<file path="src/rtl/platformniosci_arb_pkg.sv">
// Shared constants and types for the on-chip RAM arbiter.
package platformniosci_arb_pkg;

  localparam int NUM_PORTS  = 2;
  localparam int DEF_ADDR_W = 13;
  localparam int DEF_DATA_W = 32;

  // Identifies one of the two master ports.
  typedef logic port_id_t;

endpackage

</file>
<file path="src/rtl/platformniosci_rr_arb2.sv">
// Two-way arbiter: round-robin on conflict (or fixed priority to port 0),
// with the last-granted port remembered across idle cycles.
module platformniosci_rr_arb2
  import platformniosci_arb_pkg::*;
#(
  parameter int ROUND_ROBIN = 1
) (
  input  logic                 clk,
  input  logic                 reset_n,
  input  logic [NUM_PORTS-1:0] req,
  output logic [NUM_PORTS-1:0] grant,
  output port_id_t             grant_id
);

  port_id_t last_grant;

  // Pick the winning port this cycle; reset holds every grant off.
  always_comb begin
    grant    = '0;
    grant_id = 1'b0;
    if (reset_n) begin
      unique case (req)
        2'b01: begin
          grant    = 2'b01;
          grant_id = 1'b0;
        end
        2'b10: begin
          grant    = 2'b10;
          grant_id = 1'b1;
        end
        2'b11: begin
          if ((ROUND_ROBIN != 0) && (last_grant == 1'b0)) begin
            grant    = 2'b10;
            grant_id = 1'b1;
          end else begin
            grant    = 2'b01;
            grant_id = 1'b0;
          end
        end
        default: begin
          grant    = '0;
          grant_id = 1'b0;
        end
      endcase
    end
  end

  // Remember the most recent winner; reset to 1 so port 0 wins first.
  always_ff @(posedge clk or negedge reset_n) begin
    if (!reset_n) begin
      last_grant <= 1'b1;
    end else if (|grant) begin
      last_grant <= grant_id;
    end
  end

endmodule

</file>
<file path="src/rtl/platformniosci_onchip_mem_arbiter.sv">
// Shares a single-port on-chip RAM between two Avalon-MM masters: one
// command per cycle, read responses returned one cycle later to the
// port that issued them.
module platformniosci_onchip_mem_arbiter
  import platformniosci_arb_pkg::*;
#(
  parameter  int ADDR_W      = DEF_ADDR_W,
  parameter  int DATA_W      = DEF_DATA_W,
  parameter  int ROUND_ROBIN = 1,
  localparam int BE_W        = DATA_W / 8
) (
  input  logic              clk,
  input  logic              reset_n,
  input  logic [ADDR_W-1:0] m0_address,
  input  logic [BE_W-1:0]   m0_byteenable,
  input  logic              m0_read,
  input  logic              m0_write,
  input  logic [DATA_W-1:0] m0_writedata,
  output logic              m0_waitrequest,
  output logic [DATA_W-1:0] m0_readdata,
  output logic              m0_readdatavalid,
  input  logic [ADDR_W-1:0] m1_address,
  input  logic [BE_W-1:0]   m1_byteenable,
  input  logic              m1_read,
  input  logic              m1_write,
  input  logic [DATA_W-1:0] m1_writedata,
  output logic              m1_waitrequest,
  output logic [DATA_W-1:0] m1_readdata,
  output logic              m1_readdatavalid,
  output logic [ADDR_W-1:0] mem_address,
  output logic [BE_W-1:0]   mem_byteenable,
  output logic              mem_chipselect,
  output logic              mem_write,
  output logic [DATA_W-1:0] mem_writedata,
  output logic              mem_clken,
  input  logic [DATA_W-1:0] mem_readdata
);

  logic [NUM_PORTS-1:0] req;
  logic [NUM_PORTS-1:0] grant;
  port_id_t             grant_id;
  logic                 issue;
  logic [ADDR_W-1:0]    sel_address;
  logic [BE_W-1:0]      sel_byteenable;
  logic                 sel_write;
  logic [DATA_W-1:0]    sel_writedata;
  logic [ADDR_W-1:0]    addr_q;
  logic                 rd_pend;
  port_id_t             rd_id;

  // A simultaneous read+write is a write; the read is simply dropped.
  assign req = {m1_read | m1_write, m0_read | m0_write};

  platformniosci_rr_arb2 #(
    .ROUND_ROBIN (ROUND_ROBIN)
  ) u_arb (
    .clk      (clk),
    .reset_n  (reset_n),
    .req      (req),
    .grant    (grant),
    .grant_id (grant_id)
  );

  assign m0_waitrequest = ~grant[0];
  assign m1_waitrequest = ~grant[1];
  assign issue          = |grant;

  // Select the granted master's command fields.
  always_comb begin
    sel_address    = grant_id ? m1_address    : m0_address;
    sel_byteenable = grant_id ? m1_byteenable : m0_byteenable;
    sel_write      = grant_id ? m1_write      : m0_write;
    sel_writedata  = grant_id ? m1_writedata  : m0_writedata;
  end

  assign mem_chipselect = issue;
  assign mem_write      = issue & sel_write;
  assign mem_address    = issue ? sel_address : addr_q;
  assign mem_byteenable = (issue & sel_write) ? sel_byteenable : '1;
  assign mem_writedata  = sel_writedata;
  assign mem_clken      = reset_n;

  // Hold the RAM address across idle cycles and track the in-flight read.
  always_ff @(posedge clk or negedge reset_n) begin
    if (!reset_n) begin
      addr_q  <= '0;
      rd_pend <= 1'b0;
      rd_id   <= 1'b0;
    end else begin
      if (issue) begin
        addr_q <= sel_address;
      end
      rd_pend <= issue & ~sel_write;
      rd_id   <= grant_id;
    end
  end

  // Steer the RAM output to the port that issued the read.
  always_comb begin
    m0_readdatavalid = rd_pend & (rd_id == 1'b0);
    m1_readdatavalid = rd_pend & (rd_id == 1'b1);
    m0_readdata      = m0_readdatavalid ? mem_readdata : '0;
    m1_readdata      = m1_readdatavalid ? mem_readdata : '0;
  end

endmodule

</file>
<file path="config.mk">
export PLATFORM = sky130hd
export DESIGN_NAME = platformniosci_onchip_mem_arbiter
export DESIGN_NICKNAME = d
export VERILOG_FILES = /design/src/rtl/platformniosci_arb_pkg.sv /design/src/rtl/platformniosci_rr_arb2.sv /design/src/rtl/platformniosci_onchip_mem_arbiter.sv
export SDC_FILE = /design/constraint.sdc
export NUM_CORES = 1
export LEC_CHECK = 0
export ABC_AREA = 1
export CORE_AREA = 2 2 98 100
export DETAILED_ROUTE_END_ITERATION = 16
export DIE_AREA = 0 0 100 102
export PLACE_DENSITY = 0.71
export RECOVER_POWER = 25
export REMOVE_ABC_BUFFERS = 1
export SYNTH_ARGS = -nofsm -noshare
export SYNTH_HDL_FRONTEND = slang
export SYNTH_SLANG_ARGS = --single-unit
</file>
<file path="constraint.sdc">
create_clock -name clk -period 1.5 [get_ports clk]
set_input_delay 0.375 -clock clk [delete_from_list [all_inputs] [get_ports clk]]
set_output_delay 0.375 -clock clk [all_outputs]
set_load 0.02 [all_outputs]
</file>
==> results_dict.tcl, run 1 <==
set metrics [dict create \
    cts_root_buffer "clkbuf_8" \
    final_antenna_net_count 0 \
    routabilityCongestion 0.817 \
    crit_buf_inv 2 \
    seq_area_frac_synth 0.230 \
    syn_to_final_growth_pct 245 \
    yosysMostFrequentCell "nand2_1" \
    reg2reg_from "u_arb.last_grant" \
    dp_hpwl_mm 8.31 \
    cp_slowest_cell "dfstp_2" \
    vias_per_cell 4.44 \
    tightest_slew_ns 0.273 \
    h-tree-depth 1 \
    drive_gt1_frac 0.512 \
    drtIter0Drc 108 \
    wl_mm 12.5 \
    synth_edf_count 0 \
    critPathLaunch "u_arb.last_grant" \
    crit_top_cell "buf_4" \
    fin_skew_ns 0.00471 \
    synth_area_sq_um 1750 \
    synth_ff_type "dfrtp_1" \
    portBuffers 255 \
    insertion_delay_ns 0.25 \
    vias 3340 \
    crit_arrival_ns 1.57 \
    rows 35 \
    reg2regPathDepth 7 \
    ys_async_sr_fraction 1.00 \
    post-place-ws_ns -1.20 \
    die_area_sq_um 10200 \
    path_max_fanout 6 \
    die_h_um 102 \
    slew_violations 0 \
    synthTopCellsByCount "nand2_1, nor2_1, inv_1" \
    diodes 0 \
    power.density_nw_per_um2 583 \
    synth_warnings 0 \
    relSlewSlack 0.818 \
    first_global_vias 3193 \
    grt_setup_unrepaired "yes" \
    reg2reg_slack_ns 0.07 \
    dp_cells 708 \
    finalSetupViolations 119 \
    core_sq_um 9110 \
    synth_area_leaders "nand2_1, dfrtp_1, nor2_1" \
    period_minus_slack_ns 1.95 \
    swShare 0.418 \
    firstDrtPassIters 4 \
    nNetsFinal 779 \
    fmax_mhz 513 \
    drv_cap 0 \
    intPower_mw 2.05 \
    ios 256 \
    synthCells 335 \
    fin_crit_sh 1.30 \
    finalPower_mw 3.52 \
    die_x_um 100 \
    antenna_found_initial 3 \
    syn_avg_cell_area_sq_um 5.22 \
    path_cells "o21ai_4 -> buf_4 -> nand3b_1 -> o21ai_1 -> nor2_1 -> buf_4" \
    clkPwrFrac 0.097 \
    leakagePower_nw 2.84 \
    yosys.area.top_type "nand2_1" \
    crit_type "reg -> out" \
    final_cell_count_no_fill 753 \
    switchingPower_mw 1.47 \
    cts_buffer_depth 2 \
    post_drt_wl_per_cell_um 16.6 \
    start_util 0.192 \
    cts.clk_slew.worst_paths_ns 0.07 \
    crit_family "flip-flops" \
    reg2reg_to "addr_q[9]" \
    synthDistinctLibCells 20 \
    cp.required_ns 1.12 \
    hold_viol 0 \
    violations "setup timing" \
    ys_seq_elements 16 \
    crit_path_end_kind "output port" \
    endpoint "mem_address[9]" \
    cp.depth 6 \
    hp-class "in -> async" \
    power_frac_comb 0.752 \
    slowest_delay_ns 0.56 \
    status "complete, but fails checks" \
    cts_tree "built" \
    startpoint_type "register" \
    grt_max_degree 32 \
    synth_top_area_frac 0.266 \
    numCtsBuffers 3 \
    ir_drop_uv 404 \
    cts.sinks 16 \
    drc 0 \
    grt_pass1_wl_mm 16.0 \
    grt_usage 0.196 \
    layout_setup_ws_ns -0.449 \
    overflow 0 \
    seqPwrFrac 0.151 \
]
sequential cells by signal (all words and copies together), names as in the netlist:
| register | flops |
|---|---|
| addr_q | 13 |
| rd_id | 1 |
| rd_pend | 1 |
| u_arb.last_grant | 1 |
repair_timing:
| item | in CTS | in global routing |
|---|---|---|
| pin swaps | 32 | 26 |
| hold buffers | 0 | 0 |
| gates resized for setup | 755 | 233 |
| buffers inserted | 23 | 14 |
| gates cloned | 6 | 5 |
| setup endpoints to repair | 133 | 120 |
routing by layer:
metal,share of wire,track usage,vias to the layer above
met5,0.0035,0,-
met4,0.015,0.0316,6
met3,0.079,0.0561,24
met2,0.55,0.374,165
met1,0.35,0.220,1544
li1,-,-,1601
metrics by stage:
| step | utilization | TNS, ns | area, sq um | hold slack [ns] |
|---|---|---|---|---|
| 2_1_floorplan | - | -36.20 | 1650 | 0.0794 |
| 3_3_place_gp | 0.503 | -93.09 | 4580 | 0.470 |
| 3_5_place_dp | 0.503 | -94.88 | 4580 | 0.469 |
| 4_1_cts | 0.557 | -32.66 | 5080 | 0.0601 |
| 5_1_grt | 0.663 | -43.10 | 6040 | 0.112 |
| 6_report | 0.663 | -36.09 | 6040 | 0.0999 |
how the worst min path moves through the flow:
stage | startpoint | endpoint | slack (ns)
finish | reset_n | addr_q[9] | 0.1
floorplan | reset_n | addr_q[0] | 0.08
global placement | addr_q[2] | addr_q[2] | 0.47
CTS | reset_n | rd_pend | 0.06
detailed placement | addr_q[2] | addr_q[2] | 0.47
global route | reset_n | addr_q[12] | 0.11
cell families after synthesis:
| logic type | after synthesis | share of synthesized area |
|---|---|---|
| compound gates | 13 | 0.0458 |
| buf+inv | 69 | 0.167 |
| flops | 16 | 0.230 |
| simple gates | 237 | 0.558 |
cell type report:
class	instances	area, sq um
Timing Repair Buffer	320	3450
Fill cell	712	3070
Multi-Input combinational cell	250	1790
Sequential cell	16	403
Inverter	52	210
Tap cell	111	139
Clock buffer	4	45.0
power by group through the flow:
stage | logic (mW) | registers [mW] | clock network [mW]
after global placement | 1.90 | 0.527 | 0
after CTS | 2.17 | 0.528 | 0.349
after global routing | 2.79 | 0.538 | 0.368
after floorplan | 0.760 | 0.525 | 0
after detailed placement | 1.91 | 0.529 | 0
final | 2.65 | 0.531 | 0.341
layout by cell type (no fill, tap or decap), drive strengths merged:
cell	instances
buf	184
clkdlybuf4s50	129
nand2	126
nor2	84
inv	51
dfrtp	15
nand3	14
nand3b	13
o21ai	12
clkbuf	9
clkinv	1
a21oi	1
dlygate4sd2	1
clkdlybuf4s15	1
dfstp	1
(Power assumes the default switching activity.)
==> run 2: changes to the inputs <==
SLEW_MARGIN = 10   (was default)
==> results of run 2 <==
Same layout as run 1: the final DEF is identical, and so are final timing and power.
